### src/rtl/mmss_set_counter.sv
// mmss_set_counter: settable mm:ss time base with synchronised, debounced set buttons
// clk_100MHZ, reset  : system clock, asynchronous active-high reset
// tick_1hz           : one-cycle enable per second
// btn_mode, btn_inc  : raw push-buttons (mode cycle, field increment)
// sec1/sec2/min1/min2: BCD time digits
// mode, edit_mask    : 00 RUN / 01 SET_MIN / 10 SET_SEC, digits currently being set
module mmss_set_counter #(
  parameter int DEBOUNCE_CYCLES = 1_000_000
) (
  input  logic       clk_100MHZ,
  input  logic       reset,
  input  logic       tick_1hz,
  input  logic       btn_mode,
  input  logic       btn_inc,
  output logic [3:0] sec1,
  output logic [2:0] sec2,
  output logic [3:0] min1,
  output logic [2:0] min2,
  output logic [1:0] mode,
  output logic [3:0] edit_mask
);
  localparam int CW = $clog2(DEBOUNCE_CYCLES);
  typedef enum logic [1:0] {RUN = 2'b00, SET_MIN = 2'b01, SET_SEC = 2'b10} state_t;
  state_t r_state, w_next;
  logic [1:0] w_raw, r_s0, r_s1, r_stable, r_press;
  logic [1:0][CW-1:0] r_cnt;
  logic [3:0] r_sec1, r_min1, r_edit;
  logic [2:0] r_sec2, r_min2;
  logic w_mode_ev, w_inc_ev, w_sec_inc, w_min_inc, w_sec_wrap;
  assign w_raw = {btn_mode, btn_inc};
  // Bit 1 is mode, bit 0 is inc; the counter accepts a new level after it has
  // differed from the stable level for DEBOUNCE_CYCLES consecutive cycles.
  always_ff @(posedge clk_100MHZ or posedge reset)
    if (reset) begin
      r_s0 <= '0;
      r_s1 <= '0;
      r_stable <= '0;
      r_press <= '0;
      r_cnt <= '0;
    end else begin
      r_s0 <= w_raw;
      r_s1 <= r_s0;
      for (int i = 0; i < 2; i++) begin
        r_press[i] <= 1'b0;
        if (r_s1[i] == r_stable[i]) r_cnt[i] <= '0;
        else if (r_cnt[i] == CW'(DEBOUNCE_CYCLES - 1)) begin
          r_stable[i] <= r_s1[i];
          r_cnt[i] <= '0;
          r_press[i] <= r_s1[i];
        end else r_cnt[i] <= r_cnt[i] + 1'b1;
      end
    end
  // A mode press discards a coincident inc press.
  assign w_mode_ev = r_press[1];
  assign w_inc_ev = r_press[0] & ~r_press[1];
  assign w_sec_wrap = (r_sec1 >= 4'd9) && (r_sec2 >= 3'd5);
  assign w_sec_inc = (r_state == RUN && tick_1hz) || (r_state == SET_SEC && w_inc_ev);
  assign w_min_inc = (r_state == RUN && tick_1hz && w_sec_wrap) || (r_state == SET_MIN && w_inc_ev);
  always_comb begin
    w_next = r_state;
    if (w_mode_ev) w_next = r_state == RUN ? SET_MIN : r_state == SET_MIN ? SET_SEC : RUN;
  end
  always_ff @(posedge clk_100MHZ or posedge reset)
    if (reset) begin
      r_state <= RUN;
      r_edit <= 4'b0000;
    end else begin
      r_state <= w_next;
      r_edit <= w_next == SET_MIN ? 4'b1100 : w_next == SET_SEC ? 4'b0011 : 4'b0000;
    end
  // Out-of-range values are treated as the terminal digit so they fold back to 0.
  always_ff @(posedge clk_100MHZ or posedge reset)
    if (reset) begin
      r_sec1 <= '0;
      r_sec2 <= '0;
      r_min1 <= '0;
      r_min2 <= '0;
    end else begin
      if (w_sec_inc) begin
        r_sec1 <= r_sec1 >= 4'd9 ? 4'd0 : r_sec1 + 4'd1;
        if (r_sec1 >= 4'd9) r_sec2 <= r_sec2 >= 3'd5 ? 3'd0 : r_sec2 + 3'd1;
      end
      if (w_min_inc) begin
        r_min1 <= r_min1 >= 4'd9 ? 4'd0 : r_min1 + 4'd1;
        if (r_min1 >= 4'd9) r_min2 <= r_min2 >= 3'd5 ? 3'd0 : r_min2 + 3'd1;
      end
    end
  assign sec1 = r_sec1;
  assign sec2 = r_sec2;
  assign min1 = r_min1;
  assign min2 = r_min2;
  assign mode = r_state;
  assign edit_mask = r_edit;
endmodule

### config.mk
export PLATFORM = sky130hd
export DESIGN_NAME = mmss_set_counter
export DESIGN_NICKNAME = d
export VERILOG_FILES = /design/src/rtl/mmss_set_counter.sv
export SDC_FILE = /design/constraint.sdc
export NUM_CORES = 1
export LEC_CHECK = 0
export ABC_AREA = 0
export CAP_MARGIN = 30
export CORE_ASPECT_RATIO = 1.75
export CORE_MARGIN = 3
export CORE_UTILIZATION = 60
export CTS_CLUSTER_DIAMETER = 30
export DETAILED_ROUTE_END_ITERATION = 12
export PLACE_DENSITY = 0.92
export RECOVER_POWER = 50
export SLEW_MARGIN = 20
export SYNTH_ARGS = -nofsm -noshare
export SYNTH_HDL_FRONTEND = slang
export SYNTH_SLANG_ARGS = --single-unit
### constraint.sdc
create_clock -name clk_100MHZ -period 6.2 [get_ports clk_100MHZ]
set_input_delay 1.24 -clock clk_100MHZ [delete_from_list [all_inputs] [get_ports clk_100MHZ]]
set_output_delay 1.24 -clock clk_100MHZ [all_outputs]
set_load 0.01 [all_outputs]
# Word-level counts from Yosys, hierarchy flattened
# Cells that the tools add are included.
[classes] n_addsub=6 n_lt_le_gt_ge=4 eq_ne=8 muxes=17 n_bitwise=4 n_reduce_logical=12
[op_table] operator="20-bit two-way mux" n=4
[op_table] operator="20-bit by 1-bit adder with 20-bit output, second input constant" n=2
[op_table] operator="20-bit equality test, second input constant" n=2
[op_table] operator="4-bit two-way mux" n=3
[op_table] operator="4-bit by 1-bit adder with 4-bit output, second input constant" n=2
[op_table] operator="4-bit >= comparator, second input constant" n=2
[op_table] operator="2-bit two-way mux" n=4
[op_table] operator="2-bit AND reduction" n=4
[op_table] operator="3-bit by 1-bit adder with 3-bit output, second input constant" n=2
[op_table] operator="3-bit >= comparator, second input constant" n=2
[op_table] operator="3-bit two-way mux" n=2
[op_table] operator="1-bit logical AND" n=5
[op_table] operator="2-bit by 1-bit equality test with 1-bit output, second input constant" n=2
[op_table] operator="2-bit equality test, second input constant" n=2
[op_table] operator="1-bit two-way mux" n=4
[op_table] operator="1-bit NOT" n=3
[op_table] operator="1-bit equality test" n=2
[op_table] operator="2-bit zero test" n=1
[op_table] operator="1-bit logical OR" n=2
[op_table] operator="1-bit AND" n=1
[totals] regBits=68 inputBits=5

# Logic depth before layout (Yosys ltp)
# Gate-level depths: netlist (run 1).
[depth] ltp_word=7 mapped_depth=6 ltp_nobuf=6

# Least setup slack after synthesis (run 1)
# Ideal clock, no wire load.
[synth_path] kind="input-to-reg" from="input tick_1hz" to="register r_min2[0], in the netlist min2[0]" setup_ns=0.125 arrival_time_ns=2.208 required_ns=6.075 slack_ns=3.867 stages=4 n_path_buf=0 cell_sequence="nor2b_1 -> nand4_1 -> a211oi_1 -> mux2_2"
[synth_via] elab_chain_cells=4
[synth_rtl] item="start, declared" line_no="12" rtl="input logic tick_1hz,"
[synth_rtl] item="1-bit logical AND (2 in series)" line_no="58" rtl="assign w_min_inc = (r_state == RUN && tick_1hz && w_sec_wrap) || (r_state == SET_MIN && w_inc_ev);"
[synth_rtl] item="1-bit logical OR" line_no="58"
[synth_rtl] item="2-bit AND reduction (no line)"
[synth_rtl] item="end signal, assigned" line_no="85" rtl="if (r_min1 >= 4'd9) r_min2 <= r_min2 >= 3'd5 ? 3'd0 : r_min2 + 3'd1;"
[synth_rtl] item="end, declared" line_no="28" rtl="logic [2:0] r_sec2, r_min2;"
# No other way between the ends.
# A chain may end at the register's enable or synchronous reset.

# Worst setup path in the final report (run 1)
[layout_path] from="register r_cnt[22] (netlist bit)" to="register r_cnt[33] (netlist bit)"
[layout_via] elab_chain_cells=3 elab_cells_between_ends=4 classes_between="add/sub: 1; eq/ne: 1; mux: 2"
[layout_rtl] item="start, declared" line_no="26" rtl="logic [1:0][CW-1:0] r_cnt;"
[layout_rtl] item="start signal, assigned by index" line_no="50" rtl="end else r_cnt[i] <= r_cnt[i] + 1'b1;"
[layout_rtl] item="20-bit by 1-bit adder with 20-bit output / 20-bit equality test (equally long branches)" line_no="50, 46"
[layout_rtl] item="20-bit two-way mux (*)" line_no="46" rtl="else if (r_cnt[i] == CW'(DEBOUNCE_CYCLES - 1)) begin"
[layout_rtl] item="20-bit two-way mux (*)" line_no="45" rtl="if (r_s1[i] == r_stable[i]) r_cnt[i] <= '0;"
# Mark *: on every way between the ends. The rest lies on a longest branch, timed or not.

==> impl_metrics.yaml, run 1 <==
synth:
  synth_nets: 351
  synth.distinct_cells: 53
  synth_flop_cell: "dfrtp_1"
  yosys-top-cells-area: "dfrtp_1, ha_1, nor2_1"
  yosysSeqAreaShare_pct: 48.10
  syn_area_sq_um: 3433
  yosysTopAreaCellShare_pct: 48.10
  async_flop_share_pct: 100.0
  yosys.area.top_type: "dfrtp_1"
  post_synth.cell_area_avg_sq_um: 10.28
  synth-edff-count: 0
  yosysWarnings: 0
  synthCells: 334
  synth_seq_cells: 66
clocking:
  cts_hold_buf: 0
  clk_pin_slew_ns: 0.08
  cts_tree: "done"
  clk_latency_ns: 0.35
  cts-root-buf: "clkbuf_8"
  htreeDepth: 3
  post_cts_buffers: 0
  cts.sinks: 66
  clock_path_buffers: 2
  cts_made_buffers: 9
  postCtsResizedCells: 0
setup_path:
  r2r_slack_ns: 3.28
  worstSetupPathType: "reg -> reg"
  worst-path-max-fanout: 19
  r2r-end: "r_cnt[33]$_DFF_PP0_"
  end_kind: "flip-flop"
  crit_required_ns: 6.34
  cp.arrival_ns: 3.06
  startpoint_type: "flip-flop"
  worst-r2r-cell-count: 4
  r2r_start: "r_cnt[22]$_DFF_PP0_"
drt:
  dr_wl_met2_um: 3933
  wl_per_cell_um: 15.47
  drt_pass1_iterations: 4
  remaining_drc_errors: 0
  top_layer_used: "met4"
  vias: 2598
  viasPerCell: 5.878
  totalWireLength_um: 6836
  drt_iter0_markers: 166
  drt-met1-wl_um: 2549
  routed-wl-met3_um: 188
  ant_nets: 0
grt:
  grt_pass1_wl_um: 11840
  grt_pass1_vias: 2703
  grt_usage_pct: 22.45
  antenna_found_initial: 0
  grt-ovfl-total: 0
  grt_max_degree: 67
die:
  ios: 25
  core_sq_um: 5386
  dieArea_sq_um: 6702
  die-width_um: 63.18
  num_rows: 35
  start_util_pct: 63.74
  die_y_um: 106.1
flow_run:
  maxCapViolations: 1
timing:
  tns_ns: 0
  skew_ns: 0.01096
  period_minus_slack_ns: 2.915
  max_freq_mhz: 343.0
  rsz0062_at_grt: "false"
  worst_pin_slew_ns: 2.049
  timing.slew.headroom_pct: -38.03
  hold_viol: 0
  setup-violations-final: 0
  drv_slew: 20
  post-route-period-util_pct: 47.02
power_and_ir_drop:
  powerDensity_nw_per_um2: 275.2
  p_leak_nw: 1.655
  ir_worst_vdd_uv: 208.7
  power_mw: 1.086
outcome:
  violations: "max-capacitance violations, max-slew violations"
  status: "complete, but fails checks"
cells_and_area:
  multiInputGateArea_sq_um: 1684
  syn_to_final_growth_pct: 14.94
  fin_nets: 380
  drive_above_1_share_pct: 9.239
  final_cells: 442
  most-common-layout-cells: "dfrtp_1, nor2_1, clkdlybuf4s50_1"
  fillers: 393
  seq_area_sq_um: 1652
  final_common_cell: "dfrtp_1"
  antenna_cells: 0
hold_path:
  holdPathStages: 0
  min_delay_worst_endpoint: "r_s1[0]$_DFF_PP0_"
  hold_start: "r_s0[0]$_DFF_PP0_"
  hp-class: "reg -> reg"
place:
  gp_congestion: 0.8979
  dpl.hpwl_um: 4893
  portBuffers: 24
  post-place-cells: 426
kinds of logic (layout without fill, tap and decap cells):
family / Yosys count / in the layout / share of synthesized area [%]
simple gates: 156 / 156 / 25.87
mux: 9 / 9 / 2.806
buf+inv: 21 / 55 / 2.697
xor+xnor: 27 / 27 / 6.888
flops: 66 / 66 / 48.10
fa+ha+maj: 12 / 12 / 4.373
compound gates: 43 / 43 / 9.257
metrics by stage:
step / setup slack [ns] / hold WS [ns] / instance area, sq um / util, %
floorplan: 3.305 / 0.3312 / 3433 / -
global placement: 3.258 / 0.3418 / 3734 / 69.31
detailed placement: 3.131 / 0.3362 / 3734 / 69.31
CTS: 3.466 / 0.3523 / 3951 / 73.36
global route: 3.014 / 0.3647 / 3946 / 73.26
finish: 3.285 / 0.3498 / 3946 / 73.26
worst max-delay path, stage by stage (launching register included):
cell     delay (ns)
dfrtp_1        0.45
and4_1         0.39
nand2_1        0.14
o21ai_0        1.57
nor2_1         0.15
layout make-up:
type	count	area share (%)
clock buffers	9	3.139
clock inverters	7	2.378
inverters	14	1.332
multi-input cells	247	42.68
flip-flops and latches	66	41.85
well taps	74	2.346
repair buffers	25	6.278
metal layers:
metal  vias up  GRT usage (%)
met5         -              0
met4         0          11.28
met3        13          4.545
met2        51          43.08
met1      1277          22.15
li1       1257              -
state kept, by name, indices dropped and copies added, names as in the netlist:
register   count
r_stable       2
r_s1           2
mode           2
edit_mask      2
min2           3
r_press        2
min1           4
r_s0           2
sec2           3
r_cnt         40
sec1           4
report_power, final:
part | leakage [nW] | internal (mW) | total [mW] | switching [mW]
Sequential | 0.897 | 0.459 | 0.502 | 0.0430
Combinational | 0.652 | 0.0973 | 0.193 | 0.0953
Clock | 0.105 | 0.225 | 0.391 | 0.166
Total | 1.65 | 0.782 | 1.09 | 0.304
synthesized netlist by cell type (7+ instances only):
| cell type | instances |
|---|---|
| a21oi_1 | 10 |
| dfrtp_1 | 66 |
| ha_1 | 12 |
| inv_1 | 14 |
| nand2_1 | 16 |
| nand2b_1 | 7 |
| nand3_1 | 19 |
| nand4_1 | 12 |
| nor2_1 | 39 |
| nor3_1 | 7 |
| o21ai_0 | 13 |
| xnor2_1 | 15 |
| xor2_1 | 12 |
worst max-delay path by stage:
stage	from	to	slack [ns]
finish	r_cnt[22]$_DFF_PP0_	r_cnt[33]$_DFF_PP0_	3.28
floorplan	reset	edit_mask[1]$_DFF_PP0_	3.31
detailed placement	tick_1hz	min2[1]$_DFFE_PP0P_	3.13
CTS	tick_1hz	min2[0]$_DFFE_PP0P_	3.47
global placement	tick_1hz	min2[0]$_DFFE_PP0P_	3.26
global route	r_cnt[22]$_DFF_PP0_	r_cnt[31]$_DFF_PP0_	3.01
(Power assumes the default switching activity.)
==> inputs of run 2 (changes only) <==
- CORE_UTILIZATION: 60 -> 58
- PLACE_DENSITY: 0.92 -> 0.9
- clock period: 6.2 -> 2.8 ns (I/O delays scaled with it)
==> run 2 against run 1 <==
- critical path depth is 2 higher
- utilization decreased by 3.0 points
- the flow now finishes without violations
- non-clock buffer count up 1
- critical endpoint is now r_cnt[18]$_DFF_PP0_
- critical path type unchanged
- final area increased by 0.32%
==> impl_metrics.yaml, run 2 (synthesis gave the netlist of run 1 again) <==
outcome:
  status: "complete, no violations"
clocking:
  clk_latency_ns: 0.34
  cts_tree: "done"
  cts_made_buffers: 9
  clock_path_buffers: 2
  htreeDepth: 3
  clk_pin_slew_ns: 0.07
  postCtsResizedCells: 0
  post_cts_buffers: 0
  cts_hold_buf: 0
  cts-root-buf: "clkbuf_8"
  cts.sinks: 66
grt:
  grt_usage_pct: 22.12
  grt_max_degree: 42
  grt_pass1_vias: 2676
  grt_pass1_wl_um: 11970
  antenna_found_initial: 0
  grt-ovfl-total: 0
power_and_ir_drop:
  pwr-share-clk_pct: 34.6
  powerDensity_nw_per_um2: 597.2
  p_seq_share_pct: 47.1
  switching_share_pct: 28.42
  ir_worst_vdd_uv: 368.9
  p_int_mw: 1.692
  p_comb_share_pct: 18.4
  p_leak_nw: 1.669
  power_switching_uw: 671.8
  power_mw: 2.364
timing:
  setup-violations-final: 0
  worst_pin_slew_ns: 1.013
  period_minus_slack_ns: 2.165
  skew_ns: 0.01149
  tns_ns: 0
  max_freq_mhz: 462.0
  post-route-period-util_pct: 77.31
  rsz0062_at_grt: "false"
  drv_slew: 0
  setup_ws_ns: 0.6354
  hold_viol: 0
  timing.slew.headroom_pct: 32.41
flow_run:
  maxCapViolations: 0
die:
  die_y_um: 107.8
  ios: 25
  core_sq_um: 5630
  num_rows: 36
  die-width_um: 64.16
  start_util_pct: 60.98
  dieArea_sq_um: 6915
cells_and_area:
  drive_above_1_share_pct: 9.756
  largest_reg_flops: 40
  design_area_sq_um: 3959
  most-common-layout-cells: "dfrtp_1, nor2_1, clkdlybuf4s50_1"
  final_common_cell: "dfrtp_1"
  fin_nets: 381
  fillers: 410
  syn_to_final_growth_pct: 15.31
  antenna_cells: 0
  top_register: "r_cnt"
setup_path:
  worstSetupStartpoint: "r_cnt[0]$_DFF_PP0_"
  worstSetupPathType: "reg -> reg"
  cp.arrival_ns: 2.39
  r2r_slack_ns: 0.64
  worst-path-max-fanout: 13
  r2r-end: "r_cnt[18]$_DFF_PP0_"
  startpoint_type: "flip-flop"
  crit_required_ns: 3.02
  r2r_start: "r_cnt[0]$_DFF_PP0_"
  end_kind: "flip-flop"
  worst-r2r-cell-count: 6
drt:
  totalWireLength_um: 6888
  drt_pass1_iterations: 4
  viasPerCell: 5.975
  drt_iter0_markers: 206
  ant_nets: 0
  remaining_drc_errors: 0
  wl_per_cell_um: 15.48
  vias: 2659
place:
  dp_slack_ns: 0.4164
  dpl.hpwl_um: 4921
  place_area_sq_um: 3756
  portBuffers: 24
  gp_congestion: 0.9326
hold_path:
  hold_start: "r_s0[0]$_DFF_PP0_"
  holdPathStages: 0
  hp-class: "reg -> reg"
  min_delay_worst_endpoint: "r_s1[0]$_DFF_PP0_"
-- run 2: layer usage --
metal	vias up	wire, um	track usage (%)	share of wire, %
met5	-	0	0	0
met4	0	231	11.35	3.4
met3	24	228	4.389	3.3
met2	62	3789	39.01	55
met1	1318	2638	24.83	38
li1	1255	-	-	-
-- run 2: cell type report --
cell class                 instances  area [sq um]  area share (%)
multi-input combinational        247          1688           42.64
sequential                        66          1652           41.72
timing repair buffer              26         267.8           6.764
clock buffer                      11         151.4           3.824
tap                               76         95.09           2.402
clock inverter                     5         52.55           1.327
inverter                          14         52.55           1.327
-- run 2: power groups by stage --
stage                     sequential [mW]  combinational (mW)  clock (mW)
after floorplan                      1.13               0.235           0
after global placement               1.12               0.412           0
after detailed placement             1.13               0.432           0
after CTS                            1.11               0.443       0.827
after global routing                 1.12               0.488       0.873
final                                1.11               0.435       0.817
-- run 2: critical path, cell delays in order, from the launching register on --
cell	delay, ns
dfrtp_1	0.41
ha_1	0.26
and3_1	0.27
nand3_1	0.22
o31ai_4	0.59
buf_4	0.25
a21oi_1	0.05
-- run 2: per-stage QoR --
step	std cells	utilization, %	hold WS, ns
2_1_floorplan	334	-	0.3312
5_1_grt	445	70.31	0.3631
6_report	445	70.31	0.3507
3_3_place_gp	429	66.71	0.3355
4_1_cts	445	70.33	0.3503
3_5_place_dp	429	66.71	0.3347
-- run 2: how the worst max path moves through the flow --
stage                     cells past startpoint                     end
after floorplan                               1  edit_mask[1]$_DFF_PP0_
after global placement                        5     min2[0]$_DFFE_PP0P_
after detailed placement                      5     min2[0]$_DFFE_PP0P_
after CTS                                     6     r_cnt[18]$_DFF_PP0_
after global routing                          6      r_cnt[8]$_DFF_PP0_
final                                         6     r_cnt[18]$_DFF_PP0_
